File: config.mk
export PLATFORM = sky130hd
export DESIGN_NAME = ipml_stream_pack_wr
export DESIGN_NICKNAME = d
export VERILOG_FILES = /design/src/rtl/ipml_stream_pack_wr.sv
export SDC_FILE = /design/constraint.sdc
export NUM_CORES = 1
export LEC_CHECK = 0
export ABC_AREA = 1
export CAP_MARGIN = 20
export CELL_PAD_IN_SITES_DETAIL_PLACEMENT = 0
export CELL_PAD_IN_SITES_GLOBAL_PLACEMENT = 2
export CORE_MARGIN = 2
export CORE_UTILIZATION = 30
export CTS_BUF_LIST = sky130_fd_sc_hd__clkbuf_4 sky130_fd_sc_hd__clkbuf_8
export DETAILED_ROUTE_END_ITERATION = 6
export GPL_ROUTABILITY_DRIVEN = 0
export PLACE_DENSITY_LB_ADDON = 0.1
export SETUP_SLACK_MARGIN = 0.15
export SLEW_MARGIN = 20
export SYNTH_ARGS = -nofsm -noshare
export SYNTH_HDL_FRONTEND = slang
export SYNTH_SLANG_ARGS = --single-unit
File: constraint.sdc
create_clock -name wr_clk -period 4.3 [get_ports wr_clk]
set_clock_uncertainty 0.2 [all_clocks]
set_input_delay 0.86 -clock wr_clk [delete_from_list [all_inputs] [get_ports wr_clk]]
set_output_delay 0.86 -clock wr_clk [all_outputs]
set_load 0.01 [all_outputs]
File: src/rtl/ipml_stream_pack_wr.sv
// Write-side packer for the prefetch line FIFOs: gathers c_RATIO narrow beats
// (first beat in the LSBs) into one FIFO word behind a single output register.
module ipml_stream_pack_wr #(
  parameter int                    c_IN_WIDTH  = 16,
  parameter int                    c_RATIO     = 2,
  parameter logic [c_IN_WIDTH-1:0] c_PAD_VALUE = '0,
  parameter int                    c_CNT_WIDTH = 16
) (
  input  logic                            wr_clk,
  input  logic                            wr_rst,
  input  logic [c_IN_WIDTH-1:0]           s_data,
  input  logic                            s_valid,
  input  logic                            s_last,
  output logic                            s_ready,
  input  logic                            flush,
  output logic [c_IN_WIDTH*c_RATIO-1:0]   fifo_wr_data,
  output logic                            fifo_wr_en,
  input  logic                            fifo_wr_vld,
  output logic                            busy,
  output logic [c_CNT_WIDTH-1:0]          word_cnt
);

  localparam int c_OUT_WIDTH = c_IN_WIDTH * c_RATIO;
  localparam int c_LANE_W    = (c_RATIO > 1) ? $clog2(c_RATIO) : 1;
  localparam logic [c_LANE_W-1:0] c_LAST_LANE = c_LANE_W'(c_RATIO - 1);

  logic [c_LANE_W-1:0]    lane_q, lane_d;
  logic [c_OUT_WIDTH-1:0] acc_q, acc_d;
  logic [c_OUT_WIDTH-1:0] out_q, out_d;
  logic                   out_vld_q, out_vld_d;
  logic                   flush_pend_q, flush_pend_d;
  logic [c_CNT_WIDTH-1:0] cnt_q, cnt_d;

  logic [c_OUT_WIDTH-1:0] merged;
  logic blocked, acc, wacc, flush_req, flush_eff, complete, flush_only, load;

  // Handshakes: a beat moves when s_valid & s_ready; a FIFO write happens when
  // fifo_wr_en & fifo_wr_vld. The only stall is a full output register that the
  // FIFO is refusing this cycle.
  assign blocked    = out_vld_q & ~fifo_wr_vld;
  assign s_ready    = ~wr_rst & ~blocked;
  assign acc        = s_valid & s_ready;
  assign fifo_wr_en = out_vld_q & ~wr_rst;
  assign wacc       = fifo_wr_en & fifo_wr_vld;

  // A flush raised while blocked waits in flush_pend_q for the register to free.
  assign flush_req  = flush | flush_pend_q;
  assign flush_eff  = flush_req & ~blocked;
  assign complete   = acc & ((lane_q == c_LAST_LANE) | s_last | flush_eff);
  assign flush_only = flush_eff & ~acc & (lane_q != '0);
  assign load       = complete | flush_only;

  assign fifo_wr_data = wr_rst ? '0 : out_q;
  assign busy         = ~wr_rst & ((lane_q != '0) | out_vld_q);
  assign word_cnt     = wr_rst ? '0 : cnt_q;

  // Lanes below the current one come from the accumulator, the current lane
  // takes the incoming beat (if any), everything above is padding.
  always_comb begin
    merged = '0;
    for (int k = 0; k < c_RATIO; k++) begin
      if (k < int'(lane_q))
        merged[k*c_IN_WIDTH +: c_IN_WIDTH] = acc_q[k*c_IN_WIDTH +: c_IN_WIDTH];
      else if ((k == int'(lane_q)) && acc)
        merged[k*c_IN_WIDTH +: c_IN_WIDTH] = s_data;
      else
        merged[k*c_IN_WIDTH +: c_IN_WIDTH] = c_PAD_VALUE;
    end
  end

  always_comb begin
    lane_d       = lane_q;
    acc_d        = acc_q;
    out_d        = out_q;
    out_vld_d    = out_vld_q;
    cnt_d        = cnt_q;
    flush_pend_d = flush_req & blocked;
    if (wacc) begin
      out_vld_d = 1'b0;
      cnt_d     = cnt_q + c_CNT_WIDTH'(1);
    end
    if (load) begin
      out_d     = merged;
      out_vld_d = 1'b1;
      lane_d    = '0;
    end else if (acc) begin
      acc_d  = merged;
      lane_d = lane_q + c_LANE_W'(1);
    end
  end

  always_ff @(posedge wr_clk) begin
    if (wr_rst) begin
      lane_q       <= '0;
      acc_q        <= '0;
      out_q        <= '0;
      out_vld_q    <= 1'b0;
      flush_pend_q <= 1'b0;
      cnt_q        <= '0;
    end else begin
      lane_q       <= lane_d;
      acc_q        <= acc_d;
      out_q        <= out_d;
      out_vld_q    <= out_vld_d;
      flush_pend_q <= flush_pend_d;
      cnt_q        <= cnt_d;
    end
  end

endmodule

# Word level (Yosys, flattened, before mapping)

Cells that the tools add are included.

Bits in registers: 67

Reduce and logical (&&, ||, !) cells: 5
Magnitude comparators: 1
Bitwise operators: 22
Add/subtract/negate cells: 2
Multiplexer cells: 7

Operators by type and width:

| operator                | number |
|---|---|
| $mux W16                | 4 |
| $mux W32                | 1 |
| $add A16 B1 Y16 const B | 1 |
| $and A1 B1 Y1           | 11 |
| $not A1 Y1              | 6 |
| $or A1 B1 Y1            | 5 |
| $logic_and A1 B1 Y1     | 2 |
| $mux W1                 | 2 |
| $reduce_and A2 Y1       | 1 |
| $reduce_bool A2 Y1      | 1 |
| $reduce_or A2 Y1        | 1 |
| $add A1 B1 Y1 const B   | 1 |
| $lt A1 B1 Y1 const A    | 1 |

# Longest topological paths before layout

Word-level depth: 11
Depth in mapped cells: 10

# Least setup slack after synthesis

No wires, ideal clock.

Path type: input port to output port
Start point: input port wr_rst
End point: output port fifo_wr_data[21]
Path buffers: 3
Required time: 3.240 ns
Stages: 4
Slack: 1.566 ns
Arrival time: 1.674 ns
Cell sequence: buf_6 > clkbuf_1 > buf_1 > nor2_1

Longest elaborated chain between the ends: 1

RTL lines:

| element         | line | RTL |
|---|---|---|
| start, declared | 10   | `input logic wr_rst,` |
| $mux W32        | 53   | `assign fifo_wr_data = wr_rst ? '0 : out_q;` |
| end, declared   | 16   | `output logic [c_IN_WIDTH*c_RATIO-1:0] fifo_wr_data,` |

No other way between the ends.

# Final worst setup path

Start point: input port wr_rst
End point: output port busy

Longest elaborated chain between the ends: 2

RTL lines:

| element       | line | RTL |
|---|---|---|
| $not A1 Y1    | 54   | `assign busy = ~wr_rst & ((lane_q != '0) \| out_vld_q);` |
| $and A1 B1 Y1 | 54   |  |
| end, declared | 19   | `output logic busy,` |

No other way between the ends.

==> metrics.cfg <==
[yosys]
synth-simple-area-share_pct = 35.9
synth_edf_count = 0
synth_compound_area_share_pct = 9.94
yosys.area.top_type_share_pct = 40.4
synth_nets = 522
synth-main-ff-cell = dfxtp_1
synthAdderAreaFrac_pct = 0.377
synth_top_family_by_area = simple AND/OR/NAND/NOR gates
avgSynthCellArea_um2 = 6.66
ys_async_sr_fraction_pct = 0
syn_area_um2 = 3320
synth_common_cells = nand2_1, nor2_1, inv_1
synth-xor-area-share_pct = 0
synth_cells = 499
yosysTopAreaCell = dfxtp_1
synth.area.top_cells = dfxtp_1, nand2_1, nor2_1
synthMuxAreaShare_pct = 0
yosys.cell_count.top_type = nand2_1
yosys_warnings = 0
yosysSeqAreaShare_pct = 40.4
ys_seq_elements = 67
ys_types = 31

[sta]
hold_viol_final = 0
final_max_slew_viol_count = 0
max_slew_margin_pct = 55.1
setup_violations = 0
worst_slew_pin_slew_ps = 671
rsz0062_at_grt = false
fin_crit_ps = 3430
fmax_ghz = 0.291
finalCritPeriodShare_pct = 79.9
worst_slack_ps = 865
fin_tns_setup_ps = 0
timing.hold.ws_ps = 272

[layout]
n_fill_cell = 1210
utilization_pct = 39.7
fin_nets = 585
instances_no_fill = 707
seq_area_um2 = 1340
drive_above_1_share_pct = 8.47
multi_input_area_um2 = 1540
stdcell_area_um2 = 4310
syn_to_final_growth_pct = 29.6
antenna_cells = 0

[floorplanning]
start_util_pct = 30.6
io_pins = 73
die-area_um2 = 11900
rows = 38
chipHeight_um = 109
fp.dieW_um = 109
core_area_um2 = 10800

[clock_network]
clockBufferDepth = 2
clock_sinks = 67
h-tree-depth = 3
holdBufCountCts = 0
clk_pin_slew_ps = 70
ctsResizeCount = 0
post_cts_buffers = 0
cts_tree = done
clock_latency_ps = 340
cts-root-buf = clkbuf_8
numCtsBuffers = 9

[worst_setup_path]
crit_path_max_fanout = 32
crit_arrival_ps = 2370
start_kind = input port
worstSetupPathType = input port to primary output
cp-end-kind = primary output
reg2reg_depth = 7
cp.required_ps = 3240

[grt]
antenna_found_initial = 0
gr-usage-all-layers_pct = 15.4
grt_start_max_net_pins = 37
gr-total-overflow = 0
grt_pass1_wl_um = 14200
grt_pass1_vias = 2986

[routing]
ant_nets = 0
dr.pass1.iters = 4
drc = 0
via_per_inst = 4.41
wl_per_cell_um = 12.2
vias = 3118
drt-total-wl_um = 8620
drt_iter0_drc = 124

[status]
status = finished, final reports clean

[placement]
place_area_um2 = 4090
dp_hpwl_um = 6130
place_inst = 691
dp_slack_ps = 836
io_buffers = 72

[run]
maxCapViolCount = 0

[hold_path]
holdCritPathClass = flop to flop
hold_depth = 2

[power]
total_power_mw = 1.33
p_leak_nw = 1.72
irDropWorstVdd_v = 0.000185
p_per_area_nw_per_um2 = 310

metal layers:
| layer | share of wire [%] | vias to the layer above | track usage (%) | wire length [um] |
|---|---|---|---|---|
| met4 | 0.93 | 0 | 4.07 | 80 |
| met3 | 3.4 | 7 | 3.77 | 292 |
| met5 | 0 | - | 0 | 0 |
| met2 | 52 | 47 | 28.6 | 4520 |
| met1 | 43 | 1404 | 17.5 | 3720 |
| li1 | - | 1660 | - | - |
layout make-up:
class	count	area share [%]
Clock buffer	12	3.83
Clock inverter	4	1.10
Inverter	81	7.06
Multi-Input combinational cell	328	35.6
Sequential cell	67	31.1
Tap cell	140	4.07
Timing Repair Buffer	75	17.1
sequential cells by signal, indices dropped and copies added, names as in the netlist:
name and cells:
acc_q 16, cnt_q 16, flush_pend_q 1, lane_q 1, out_q 32, out_vld_q 1
worst max-delay path: stages:
cell             delay [ps]
buf_2                   460
inv_1                   120
buf_4                   200
nand2_1                 110
o21ai_0                 100
clkdlybuf4s50_1         510
placed cells by master, fill, tap and decap left out, types with 2 or more instances in the layout:
master           instances
inv_1                   78
buf_4                    3
nand4_1                  4
nor3_1                   5
clkdlybuf4s50_1         71
o21ai_0                 30
dfxtp_1                 67
nor2_1                  99
o21ai_2                  9
clkinv_2                 2
nor2_2                   4
o21ai_1                  3
inv_2                    3
nand3_4                  2
nand2_2                  2
nand3_1                 42
nand2_1                106
clkbuf_8                12
a21oi_1                 11
power breakdown:
| group | internal (mW) | total (mW) | switching, mW | leakage (nW) |
|---|---|---|---|---|
| registers | 0.635 | 0.641 | 0.00585 | 0.542 |
| logic | 0.0514 | 0.140 | 0.0881 | 1.07 |
| clock network | 0.313 | 0.555 | 0.241 | 0.108 |
cells by family (layout without fill, tap and decap cells):
group / after synthesis / after routing
buf+inv: 104 / 172
flops: 67 / 67
simple gates: 271 / 271
compound gates: 56 / 56
fa+ha+maj: 1 / 1
path summary, 6_finish.rpt:
check,from,endpoint,slack (ps)
max,wr_rst,busy,870
min,out_q[1]$_SDFFE_PP0P_,out_q[1]$_SDFFE_PP0P_,270
max reg2reg,out_vld_q$_SDFFE_PP0P_,acc_q[8]$_SDFFE_PP0P_,2210
min reg2reg,out_q[1]$_SDFFE_PP0P_,out_q[1]$_SDFFE_PP0P_,270
No activity file was read; power rests on OpenSTA's default activity.
